==> src/rtl/mat_pkg.sv <==
// Shared types, defaults and neighbour geometry for the feature-match engine.
package mat_pkg;

    localparam int IMG_W_DEF    = 160;
    localparam int IMG_H_DEF    = 120;
    localparam int ADDR_W_DEF   = 15;
    localparam int PIX_W_DEF    = 8;
    localparam int DB_DEPTH_DEF = 36;
    localparam int MAX_POS_DEF  = 16;
    localparam int TOL_DEF      = 4;
    localparam int MIN_HIT_DEF  = 6;

    localparam int NBR_COUNT    = 8;

    typedef enum logic [2:0] {
        IDLE,
        FETCH,
        COMPARE,
        RECORD,
        DONE
    } matState_t;

    // Neighbour k as a linear frame-buffer offset: NW, N, NE, W, E, SW, S, SE.
    function automatic int nbrOffset(input int k, input int imgW);
        case (k)
            0:       return -imgW - 1;
            1:       return -imgW;
            2:       return -imgW + 1;
            3:       return -1;
            4:       return 1;
            5:       return imgW - 1;
            6:       return imgW;
            default: return imgW + 1;
        endcase
    endfunction

endpackage

==> src/rtl/mat_if.sv <==
// Job control, frame-buffer / DB read ports and position-store outputs of the engine.
interface mat_if
    import mat_pkg::*;
#(
    parameter int IMG_W    = IMG_W_DEF,
    parameter int IMG_H    = IMG_H_DEF,
    parameter int ADDR_W   = ADDR_W_DEF,
    parameter int PIX_W    = PIX_W_DEF,
    parameter int DB_DEPTH = DB_DEPTH_DEF,
    parameter int MAX_POS  = MAX_POS_DEF
) ();
    localparam int XW  = $clog2(IMG_W);
    localparam int YW  = $clog2(IMG_H);
    localparam int DBW = $clog2(DB_DEPTH);
    localparam int PCW = $clog2(MAX_POS + 1);

    logic                      start;
    logic [XW-1:0]             refX;
    logic [YW-1:0]             refY;
    logic                      isFeature;
    logic                      clear;
    logic [ADDR_W-1:0]         fbAddr;
    logic                      fbRdEn;
    logic [PIX_W-1:0]          fbData;
    logic [DBW-1:0]            dbAddr;
    logic [8*PIX_W-1:0]        dbData;
    logic                      busy;
    logic                      done;
    logic                      matPoint;
    logic                      borderReject;
    logic [MAX_POS*ADDR_W-1:0] position;
    logic [PCW-1:0]            posCount;
    logic                      isMatching;
    logic                      overflow;

    modport master (
        output start, refX, refY, isFeature, clear, fbData, dbData,
        input  fbAddr, fbRdEn, dbAddr, busy, done, matPoint, borderReject,
               position, posCount, isMatching, overflow
    );

    modport slave (
        input  start, refX, refY, isFeature, clear, fbData, dbData,
        output fbAddr, fbRdEn, dbAddr, busy, done, matPoint, borderReject,
               position, posCount, isMatching, overflow
    );

endinterface

==> src/rtl/mat_cmp.sv <==
// Combinational 8-pixel tolerance comparator: counts neighbours within TOL of a DB entry.
module mat_cmp
    import mat_pkg::*;
#(
    parameter int PIX_W   = PIX_W_DEF,
    parameter int TOL     = TOL_DEF,
    parameter int MIN_HIT = MIN_HIT_DEF
) (
    input  logic [8*PIX_W-1:0] adjPix,
    input  logic [8*PIX_W-1:0] dbPix,
    output logic [3:0]         hitCount,
    output logic               match
);
    localparam logic [PIX_W:0] TOL_V = (PIX_W+1)'(TOL);
    localparam logic [3:0]     MIN_V = 4'(MIN_HIT);

    logic [PIX_W:0] a, b, diff;

    // Absolute difference per neighbour, one extra bit so the subtraction never wraps.
    always_comb begin
        hitCount = '0;
        a        = '0;
        b        = '0;
        diff     = '0;
        for (int unsigned k = 0; k < NBR_COUNT; k++) begin
            a    = {1'b0, adjPix[k*PIX_W +: PIX_W]};
            b    = {1'b0, dbPix[k*PIX_W +: PIX_W]};
            diff = (a >= b) ? (a - b) : (b - a);
            if (diff <= TOL_V) begin
                hitCount = hitCount + 4'd1;
            end
        end
        match = (hitCount >= MIN_V);
    end

endmodule

==> src/rtl/mat_engine.sv <==
// Feature-match engine: fetches the 3x3 ring around a reference pixel, scans the
// DB for a tolerant match and records matching feature addresses.
module mat_engine
    import mat_pkg::*;
#(
    parameter int IMG_W    = IMG_W_DEF,
    parameter int IMG_H    = IMG_H_DEF,
    parameter int ADDR_W   = ADDR_W_DEF,
    parameter int PIX_W    = PIX_W_DEF,
    parameter int DB_DEPTH = DB_DEPTH_DEF,
    parameter int MAX_POS  = MAX_POS_DEF,
    parameter int TOL      = TOL_DEF,
    parameter int MIN_HIT  = MIN_HIT_DEF
) (
    input logic  clock,
    input logic  reset,
    mat_if.slave bus
);
    localparam int DBW = $clog2(DB_DEPTH);
    localparam int PCW = $clog2(MAX_POS + 1);
    localparam logic [DBW-1:0] LAST_ENTRY = DBW'(DB_DEPTH - 1);
    localparam logic [DBW-1:0] FIRST_NEXT = (DB_DEPTH > 1) ? DBW'(1) : '0;
    localparam logic [PCW-1:0] FULL_CNT   = PCW'(MAX_POS);

    matState_t          state;
    logic [ADDR_W-1:0]  refAddr, newRefAddr, fbAddrQ;
    logic               isFeatLat, matched, cmpMatch, refOnBorder;
    logic [3:0]         fetchCnt, hitCount;
    logic [8*PIX_W-1:0] adj;
    logic [DBW-1:0]     evalIdx, dbAddrQ;
    logic [ADDR_W-1:0]  slots [MAX_POS];
    logic [PCW-1:0]     posCnt;
    logic               fbRdEnQ, busyQ, doneQ, matPointQ, borderQ, overflowQ;
    logic               unusedHits;

    function automatic logic [ADDR_W-1:0] nbrAddr(input logic [ADDR_W-1:0] base, input int k);
        return ADDR_W'(int'(base) + nbrOffset(k, IMG_W));
    endfunction

    assign newRefAddr  = ADDR_W'(int'(bus.refY) * IMG_W + int'(bus.refX));
    assign refOnBorder = (bus.refX == '0) || (int'(bus.refX) == IMG_W - 1) ||
                         (bus.refY == '0) || (int'(bus.refY) == IMG_H - 1);

    mat_cmp #(.PIX_W(PIX_W), .TOL(TOL), .MIN_HIT(MIN_HIT)) cmp (
        .adjPix   (adj),
        .dbPix    (bus.dbData),
        .hitCount (hitCount),
        .match    (cmpMatch)
    );

    // Hit count is kept on the comparator for debug visibility only.
    assign unusedHits = ^hitCount;

    // Job sequencer: fetch ring, scan DB, record result, pulse done.
    always_ff @(posedge clock or posedge reset) begin
        if (reset) begin
            state     <= IDLE;
            refAddr   <= '0;
            isFeatLat <= 1'b0;
            matched   <= 1'b0;
            fetchCnt  <= '0;
            adj       <= '0;
            evalIdx   <= '0;
            dbAddrQ   <= '0;
            fbAddrQ   <= '0;
            fbRdEnQ   <= 1'b0;
            busyQ     <= 1'b0;
            doneQ     <= 1'b0;
            matPointQ <= 1'b0;
            borderQ   <= 1'b0;
            overflowQ <= 1'b0;
            posCnt    <= '0;
            for (int unsigned i = 0; i < MAX_POS; i++) slots[i] <= '0;
        end else begin
            doneQ <= 1'b0;
            case (state)
                IDLE: begin
                    if (bus.start) begin
                        refAddr   <= newRefAddr;
                        isFeatLat <= bus.isFeature;
                        busyQ     <= 1'b1;
                        matPointQ <= 1'b0;
                        borderQ   <= 1'b0;
                        if (refOnBorder) begin
                            borderQ <= 1'b1;
                            doneQ   <= 1'b1;
                            state   <= DONE;
                        end else begin
                            fbAddrQ  <= nbrAddr(newRefAddr, 0);
                            fbRdEnQ  <= 1'b1;
                            fetchCnt <= '0;
                            dbAddrQ  <= '0;
                            state    <= FETCH;
                        end
                    end
                end
                FETCH: begin
                    if (fetchCnt != '0) begin
                        adj[(int'(fetchCnt) - 1) * PIX_W +: PIX_W] <= bus.fbData;
                    end
                    if (fetchCnt < 4'd7) begin
                        fbAddrQ <= nbrAddr(refAddr, int'(fetchCnt) + 1);
                    end else begin
                        fbRdEnQ <= 1'b0;
                    end
                    fetchCnt <= fetchCnt + 4'd1;
                    if (fetchCnt == 4'd8) begin
                        evalIdx <= '0;
                        dbAddrQ <= FIRST_NEXT;
                        state   <= COMPARE;
                    end
                end
                COMPARE: begin
                    if (cmpMatch || (evalIdx == LAST_ENTRY)) begin
                        matched <= cmpMatch;
                        state   <= RECORD;
                    end else begin
                        evalIdx <= evalIdx + 1'b1;
                        if (dbAddrQ != LAST_ENTRY) dbAddrQ <= dbAddrQ + 1'b1;
                    end
                end
                RECORD: begin
                    if (matched && isFeatLat) begin
                        if (posCnt < FULL_CNT) begin
                            for (int unsigned i = 0; i < MAX_POS; i++) begin
                                if (PCW'(i) == posCnt) slots[i] <= refAddr;
                            end
                            posCnt <= posCnt + 1'b1;
                        end else begin
                            overflowQ <= 1'b1;
                        end
                    end
                    matPointQ <= matched;
                    doneQ     <= 1'b1;
                    state     <= DONE;
                end
                DONE: begin
                    busyQ <= 1'b0;
                    state <= IDLE;
                end
                default: state <= IDLE;
            endcase
            // Placed after the case so a clear overrides any RECORD write in the same cycle.
            if (bus.clear) begin
                posCnt    <= '0;
                overflowQ <= 1'b0;
                for (int unsigned i = 0; i < MAX_POS; i++) slots[i] <= '0;
            end
        end
    end

    // Flatten the position store onto the output bus.
    always_comb begin
        bus.position = '0;
        for (int unsigned i = 0; i < MAX_POS; i++) begin
            bus.position[i*ADDR_W +: ADDR_W] = slots[i];
        end
    end

    assign bus.fbAddr       = fbAddrQ;
    assign bus.fbRdEn       = fbRdEnQ;
    assign bus.dbAddr       = dbAddrQ;
    assign bus.busy         = busyQ;
    assign bus.done         = doneQ;
    assign bus.matPoint     = matPointQ;
    assign bus.borderReject = borderQ;
    assign bus.posCount     = posCnt;
    assign bus.isMatching   = (posCnt != '0);
    assign bus.overflow     = overflowQ;

endmodule

==> src/flat_wrapper.sv <==
// flat-port wrapper written by rule: the top's interface ports become plain ports
module mat_engine_flat import mat_pkg::*;
#(
    parameter int IMG_W    = IMG_W_DEF,
    parameter int IMG_H    = IMG_H_DEF,
    parameter int ADDR_W   = ADDR_W_DEF,
    parameter int PIX_W    = PIX_W_DEF,
    parameter int DB_DEPTH = DB_DEPTH_DEF,
    parameter int MAX_POS  = MAX_POS_DEF,
    parameter int TOL      = TOL_DEF,
    parameter int MIN_HIT  = MIN_HIT_DEF
)
  (clock, reset, bus_start, bus_refX, bus_refY, bus_isFeature, bus_clear, bus_fbData, bus_dbData, bus_fbAddr, bus_fbRdEn, bus_dbAddr, bus_busy, bus_done, bus_matPoint, bus_borderReject, bus_position, bus_posCount, bus_isMatching, bus_overflow);
  mat_if #(.IMG_W(IMG_W), .IMG_H(IMG_H), .ADDR_W(ADDR_W), .PIX_W(PIX_W), .DB_DEPTH(DB_DEPTH), .MAX_POS(MAX_POS)) bus_i ();
  input logic clock;
  input logic reset;
  input wire logic [$bits(bus_i.start)-1:0] bus_start;
  input wire logic [$bits(bus_i.refX)-1:0] bus_refX;
  input wire logic [$bits(bus_i.refY)-1:0] bus_refY;
  input wire logic [$bits(bus_i.isFeature)-1:0] bus_isFeature;
  input wire logic [$bits(bus_i.clear)-1:0] bus_clear;
  input wire logic [$bits(bus_i.fbData)-1:0] bus_fbData;
  input wire logic [$bits(bus_i.dbData)-1:0] bus_dbData;
  output wire logic [$bits(bus_i.fbAddr)-1:0] bus_fbAddr;
  output wire logic [$bits(bus_i.fbRdEn)-1:0] bus_fbRdEn;
  output wire logic [$bits(bus_i.dbAddr)-1:0] bus_dbAddr;
  output wire logic [$bits(bus_i.busy)-1:0] bus_busy;
  output wire logic [$bits(bus_i.done)-1:0] bus_done;
  output wire logic [$bits(bus_i.matPoint)-1:0] bus_matPoint;
  output wire logic [$bits(bus_i.borderReject)-1:0] bus_borderReject;
  output wire logic [$bits(bus_i.position)-1:0] bus_position;
  output wire logic [$bits(bus_i.posCount)-1:0] bus_posCount;
  output wire logic [$bits(bus_i.isMatching)-1:0] bus_isMatching;
  output wire logic [$bits(bus_i.overflow)-1:0] bus_overflow;
  assign bus_i.start = bus_start;
  assign bus_i.refX = bus_refX;
  assign bus_i.refY = bus_refY;
  assign bus_i.isFeature = bus_isFeature;
  assign bus_i.clear = bus_clear;
  assign bus_i.fbData = bus_fbData;
  assign bus_i.dbData = bus_dbData;
  assign bus_fbAddr = bus_i.fbAddr;
  assign bus_fbRdEn = bus_i.fbRdEn;
  assign bus_dbAddr = bus_i.dbAddr;
  assign bus_busy = bus_i.busy;
  assign bus_done = bus_i.done;
  assign bus_matPoint = bus_i.matPoint;
  assign bus_borderReject = bus_i.borderReject;
  assign bus_position = bus_i.position;
  assign bus_posCount = bus_i.posCount;
  assign bus_isMatching = bus_i.isMatching;
  assign bus_overflow = bus_i.overflow;
  mat_engine #(.IMG_W(IMG_W), .IMG_H(IMG_H), .ADDR_W(ADDR_W), .PIX_W(PIX_W), .DB_DEPTH(DB_DEPTH), .MAX_POS(MAX_POS), .TOL(TOL), .MIN_HIT(MIN_HIT)) u_core (.clock(clock), .reset(reset), .bus(bus_i));
endmodule
==> config.mk <==
export PLATFORM = sky130hd
export DESIGN_NAME = mat_engine_flat
export DESIGN_NICKNAME = d
export VERILOG_FILES = /design/src/rtl/mat_pkg.sv /design/src/rtl/mat_if.sv /design/src/rtl/mat_cmp.sv /design/src/rtl/mat_engine.sv /design/src/flat_wrapper.sv
export SDC_FILE = /design/constraint.sdc
export NUM_CORES = 1
export LEC_CHECK = 0
export ABC_AREA = 1
export BUFFER_PORTS_ARGS = -buffer_cell sky130_fd_sc_hd__buf_2
export CORE_UTILIZATION = 50
export CTS_CLUSTER_SIZE = 16
export DETAILED_ROUTE_END_ITERATION = 6
export GPL_TIMING_DRIVEN = 1
export PLACE_DENSITY_LB_ADDON = 0.1
export SYNTH_ARGS = -nofsm -noshare
export SYNTH_HDL_FRONTEND = slang
export SYNTH_HIERARCHICAL = 1
export SYNTH_SLANG_ARGS = --single-unit
==> constraint.sdc <==
create_clock -name clock -period 14.5 [get_ports clock]
set_input_delay 2.9 -clock clock [delete_from_list [all_inputs] [get_ports clock]]
set_output_delay 2.9 -clock clock [all_outputs]
set_load 0.005 [all_outputs]
==> results.yml, run 1 <==
layout:
  multi_input_area_um2: 12500
  synthToLayoutAreaGrowth_pct: 15.5
  n_fill_cell: 4434
  seqCellArea_um2: 9160
  drive_gt1_share_pct: 16.5
  nNetsFinal: 3788
die:
  die_w_um: 219
  die_h_um: 219
  initial_utilization_pct: 50.7
  pin_count: 365
  core_um2: 46600
  dieArea_um2: 48100
  num_rows: 79
critical_path:
  cp_slowest_stage_delay_ns: 0.42
  crit_path_end_kind: "flop"
  required_ns: 14.97
  cp.arrival_ns: 8.73
  crit_top_cell: "nand2_1"
  critPathSlowestCell: "ha_1"
  critPathLaunchType: "input pin"
  setup.worst_path.class: "input pin to flop"
  cp_max_fo: 12
clock_tree:
  clock_path_buffers: 3
  clk_pin_slew_worst_paths_ns: 0.06
  clockRootBuffer: "clkbuf_16"
  h-tree-depth: 2
  cts_buffers: 41
  cts-resized-gates: 0
  post_cts_buffers: 0
  postCtsHoldBufs: 0
  tritoncts: "yes"
  clock_sinks: 366
  clk_latency_ns: 0.59
yosys:
  syn_inst: 3192
  synth_area_um2: 23600
  syn-num-nets: 3470
  avgSynthCellArea_um2: 7.40
  ys_warn_count: 6
power_and_ir_drop:
  power_frac_seq_pct: 33.9
  p_switching_mw: 1.72
  sw_frac_of_total_pct: 41.2
  ir_worst_vdd_mv: 0.135
  p_int_mw: 2.45
  comb_power_share_pct: 40.5
  pwr_density_cell_nw_per_um2: 153
  clockPowerShare_pct: 25.6
  power_mw: 4.17
  p_leak_nw: 15.5
sta:
  finalSetupTns_ns: 0
  period_needed_ns: 8.26
  rsz0062_at_grt: "false"
  clock.fmax_mhz: 121
  skew_ns: 0.0379
  slew_violations: 0
  relSlewSlack_pct: 22.7
  tightest_slew_ns: 1.16
  setup_viol_count_final: 0
  fin_crit_sh_pct: 56.9
  finalHoldViolCount: 0
global_routing:
  grt_pass1_vias: 20100
  grt_usage_pct: 28.0
  grt_max_degree: 165
  overflow: 0
  antenna_found_initial: 10
  grt_pass1_wl_um: 107000
placed_design:
  place_congestion: 0.897
  port_buffers: 364
  hpwlAfterDp_um: 52700
detailed_routing:
  wl_per_cell_um: 16.5
  drc: 0
  wl_um: 68700
  drtIter0Drc: 1739
  vias_per_cell: 5.28
  ant_nets: 0
  first_pass_iters: 7
  vias: 22000
job:
  maxCapViolations: 0
run_status:
  status: "completed"
min_path:
  min_path_type: "flop to flop"
## layer usage
| metal | GRT usage, % | part of all wire [%] | vias to the layer above | wire length (µm) |
|---|---|---|---|---|
| met5 | 0 | 0.090 | - | 62 |
| met4 | 7.69 | 2.4 | 10 | 1660 |
| met3 | 5.34 | 6.6 | 113 | 4530 |
| met2 | 46.0 | 46 | 636 | 31900 |
| met1 | 37.4 | 44 | 10300 | 30500 |
| li1 | - | - | 10900 | - |
## flip-flops by register name, summed over array words and instances (netlist names), 3 cells and up
| name | cells |
|---|---|
| u_core/bus.dbAddr | 6 |
| u_core/refAddr | 15 |
| u_core/bus.posCount | 5 |
| u_core/adj | 64 |
| u_core/fetchCnt | 4 |
| u_core/state | 3 |
| u_core/bus.fbAddr | 15 |
| u_core/bus.position | 240 |
| u_core/evalIdx | 6 |
## metrics by stage
| step | utilization (%) | hold slack [ns] | cells | instance area [µm²] | setup slack (ns) |
|---|---|---|---|---|---|
| final | 58.6 | 0.476 | 4154 | 27300 | 6.24 |
| after global routing | 58.6 | 0.493 | 4152 | 27300 | 5.73 |
| after CTS | 58.6 | 0.482 | 4149 | 27300 | 6.29 |
| after detailed placement | 55.6 | 0.468 | 4074 | 25900 | 5.74 |
| after global placement | 55.6 | 0.457 | 4074 | 25900 | 5.89 |
| after floorplan | - | 0.443 | 3192 | 23600 | 1.44 |
## cells in the final DEF, fill, tap and decap left out, types with 7 or more instances in the layout
cell       instances
a21oi_2            7
o21ai_1           13
a21oi_1          104
inv_2             15
dfrtp_1          366
nor3_1            15
xor2_1            50
buf_2            364
o31ai_1            8
nand3_2           15
clkbuf_1           7
clkbuf_16         41
nand3b_1          10
nor2_1           181
o21bai_1           7
o21ai_0          341
nand2_2           31
a21o_1            11
nand4_1           37
nand2_1         1001
mux2_2             7
nand2_4            7
ha_1             183
clkinv_2          10
buf_4             11
nor2_2            12
xnor2_1            8
nand3_1          169
o21a_1             9
inv_1            393
o21ai_2           18
## worst paths after layout
| kind | from | cells past startpoint | to | slack [ns] |
|---|---|---|---|---|
| worst max-delay path | bus_dbData[4] | 42 | u_core/bus.dbAddr[5] | 6.24 |
| worst min-delay path | u_core/bus.position[218] | 2 | u_core/bus.position[218] | 0.48 |
| worst max register to register | u_core/adj[5] | 41 | u_core/bus.dbAddr[5] | 8.24 |
| worst min register to register | u_core/bus.position[218] | 2 | u_core/bus.position[218] | 0.48 |
| max in group asynchronous | reset | 4 | u_core/bus.position[193] | 9.62 |
| min in group asynchronous | reset | 2 | u_core/bus.fbAddr[3] | 2.50 |
## power groups by stage
stage | combinational (mW) | clock (mW) | sequential [mW]
after floorplan | 1.06 | 0 | 1.42
after global placement | 1.66 | 0 | 1.42
after detailed placement | 1.68 | 0 | 1.43
after CTS | 1.68 | 1.09 | 1.42
after global routing | 1.89 | 1.13 | 1.44
final | 1.69 | 1.07 | 1.42
## final cells by class
class / instances / share of cell area, %
Multi-Input combinational cell: 2311 / 45.7
Sequential cell: 366 / 33.6
Timing Repair Buffer: 376 / 7.06
Inverter: 414 / 5.74
Clock buffer: 52 / 4.06
Tap cell: 607 / 2.78
Clock inverter: 23 / 1.03
Antenna cell: 5 / 0.0459
## critical path: cells and delay by family
kind,cells,cell delay (ns)
buffers and inverters,7,0.47
AO/OA/AOI/OAI,3,0.82
AND/OR/NAND/NOR,27,3.02
adder cells (fa/ha/maj),5,1.54
Power figures use the tool's default switching activity.
==> inputs of run 2 (changes only) <==
==> constraint.sdc (replaced) <==
create_clock -name clock -period 6.65 [get_ports clock]
set_input_delay 1.33 -clock clock [delete_from_list [all_inputs] [get_ports clock]]
set_output_delay 1.33 -clock clock [all_outputs]
set_load 0.005 [all_outputs]
==> run 2 against run 1 <==
Net effect: hold slack worse by 0.0011 ns; register-to-register slack worse by 7.4 ns; routed wire length hardly changed; sequential cell count stayed put; cell count is 0.58% higher; non-clock buffer count is 24 higher; global-route usage is 0.093 points higher; via count is 0.35% higher; sequential share of layout area is 0.51 points lower; critical path depth is 4 higher; highest routed layer unchanged.
==> results.yml, run 2 (same netlist as run 1, synthesis figures left out) <==
power_and_ir_drop:
  ir_worst_vdd_mv: 0.274
  p_leak_nw: 15.7
  pwr_density_cell_nw_per_um2: 336
layout:
  fin_cells: 4178
  n_fill_cell: 4299
  drive_gt1_share_pct: 17.6
  multi_input_area_um2: 12600
  layout_commonest_cell: "nand2_1"
  largest_reg_flops: 240
  layout_common_cells: "nand2_1 (999), inv_1 (393), dfrtp_1 (366)"
  synthToLayoutAreaGrowth_pct: 17.3
  nNetsFinal: 3813
  seqCellArea_um2: 9160
sta:
  worst_slack_ns: 0.519
  setup_viol_count_final: 0
  relSlewSlack_pct: 21.3
  finalHoldViolCount: 0
  tightest_slew_ns: 1.18
  skew_ns: 0.0251
  fin_crit_sh_pct: 92.2
  clock.fmax_mhz: 163
  period_needed_ns: 6.13
  slew_violations: 0
clock_tree:
  postCtsHoldBufs: 0
  clock_sinks: 366
  h-tree-depth: 2
  clock_path_buffers: 3
  cts_buffers: 42
  clk_pin_slew_worst_paths_ns: 0.05
  clockRootBuffer: "clkbuf_16"
  clk_latency_ns: 0.57
  tritoncts: "yes"
  post_cts_buffers: 0
placed_design:
  hpwlAfterDp_um: 52600
  dp.cells: 4098
  port_buffers: 364
  place_congestion: 0.945
  place_ws_ns: -0.249
die:
  die_h_um: 219
  core_um2: 46600
  initial_utilization_pct: 50.7
  pin_count: 365
  die_w_um: 219
  num_rows: 79
  dieArea_um2: 48100
run_status:
  status: "completed"
global_routing:
  grtUsageMet3_pct: 4.93
  overflow: 0
  grt_pass1_vias: 20300
  grt_max_degree: 170
  antenna_found_initial: 8
  met2_usage_pct: 46.3
  grt_usage_pct: 28.1
  grt_use_met1_pct: 37.6
  grt_pass1_wl_um: 107000
  busiest_layer: "met2"
critical_path:
  critPathLaunchType: "input pin"
  cp.arrival_ns: 6.63
  critPathSlowestCell: "ha_2"
  crit_path_end_kind: "flop"
  reg2reg_slack_ns: 0.86
  required_ns: 7.15
  setup.worst_path.class: "input pin to flop"
  crit_top_cell: "nand2_1"
  cp_slowest_stage_delay_ns: 0.39
  cp_max_fo: 7
detailed_routing:
  vias: 22000
  vias_per_cell: 5.27
  ant_nets: 0
  drtIter0Drc: 1808
  drc: 0
  wl_um: 68800
  first_pass_iters: 7
  wl_per_cell_um: 16.5
min_path:
  min_path_type: "flop to flop"
job:
  maxCapViolations: 0
run 2: changes by cell type in the layout (fill, tap and decap cells not counted), sizes merged:
cell,previous run,this run
buf,376,400
clkinv,18,11
clkbuf,52,58
bufinv,4,7
clkinvlp,4,2
diode,5,6
inv,411,410
run 2: metal layers:
metal	share of wire [%]	routed length, µm
met5	0.052	36
met4	2.3	1560
met3	6.5	4500
met2	47	32100
met1	44	30600
run 2: where the power goes:
part,total [mW],leakage (nW),switching [mW],internal [mW]
registers,3.09,4.57,0.340,2.75
clock network,2.49,0.740,0.942,1.55
logic,3.73,10.4,2.45,1.28
total,9.31,15.7,3.73,5.58
run 2: critical path, delay by kind of cell:
| kind | cells | cell delay [ns] |
|---|---|---|
| adders and majority gates | 5 | 1.46 |
| buffers and inverters | 8 | 0.59 |
| AOI/OAI and AO/OA | 3 | 0.38 |
| and+or+nand+nor | 30 | 2.87 |
run 2: worst paths after layout:
kind                                          start                  endpoint  cells past startpoint
max                                  bus_dbData[15]         u_core/evalIdx[4]                     46
min                        u_core/bus.position[209]  u_core/bus.position[209]                      2
max reg2reg                          u_core/adj[14]         u_core/evalIdx[4]                     44
min reg2reg                u_core/bus.position[209]  u_core/bus.position[209]                      2
max in group asynchronous                     reset  u_core/bus.position[190]                      4
min in group asynchronous                     reset  u_core/bus.position[178]                      3
run 2: final cells by class:
type / count / share of cell area [%]
multi-input combinational: 2311 / 45.4
sequential: 366 / 33.1
timing repair buffer: 400 / 7.65
inverter: 414 / 5.64
clock buffer: 58 / 4.37
tap: 607 / 2.74
clock inverter: 16 / 1.10
antenna: 6 / 0.0542
run 2: through the flow:
stage	hold WS, ns	setup TNS, ns	cell area, µm²	total power [mW]	utilization, %
6_report	0.475	0	27700	9.31	59.5
2_1_floorplan	0.443	0	23600	5.41	-
3_5_place_dp	0.463	-1.61	26100	6.80	56.0
4_1_cts	0.477	0	27600	9.32	59.2
5_1_grt	0.491	-0.00647	27700	9.96	59.5
3_3_place_gp	0.457	-0.120	26100	6.73	56.0
run 2: timing repair:
action	4_1_cts	5_1_grt
hold endpoints to repair	0	0
setup endpoints to repair	0	10
resized for setup	0	25
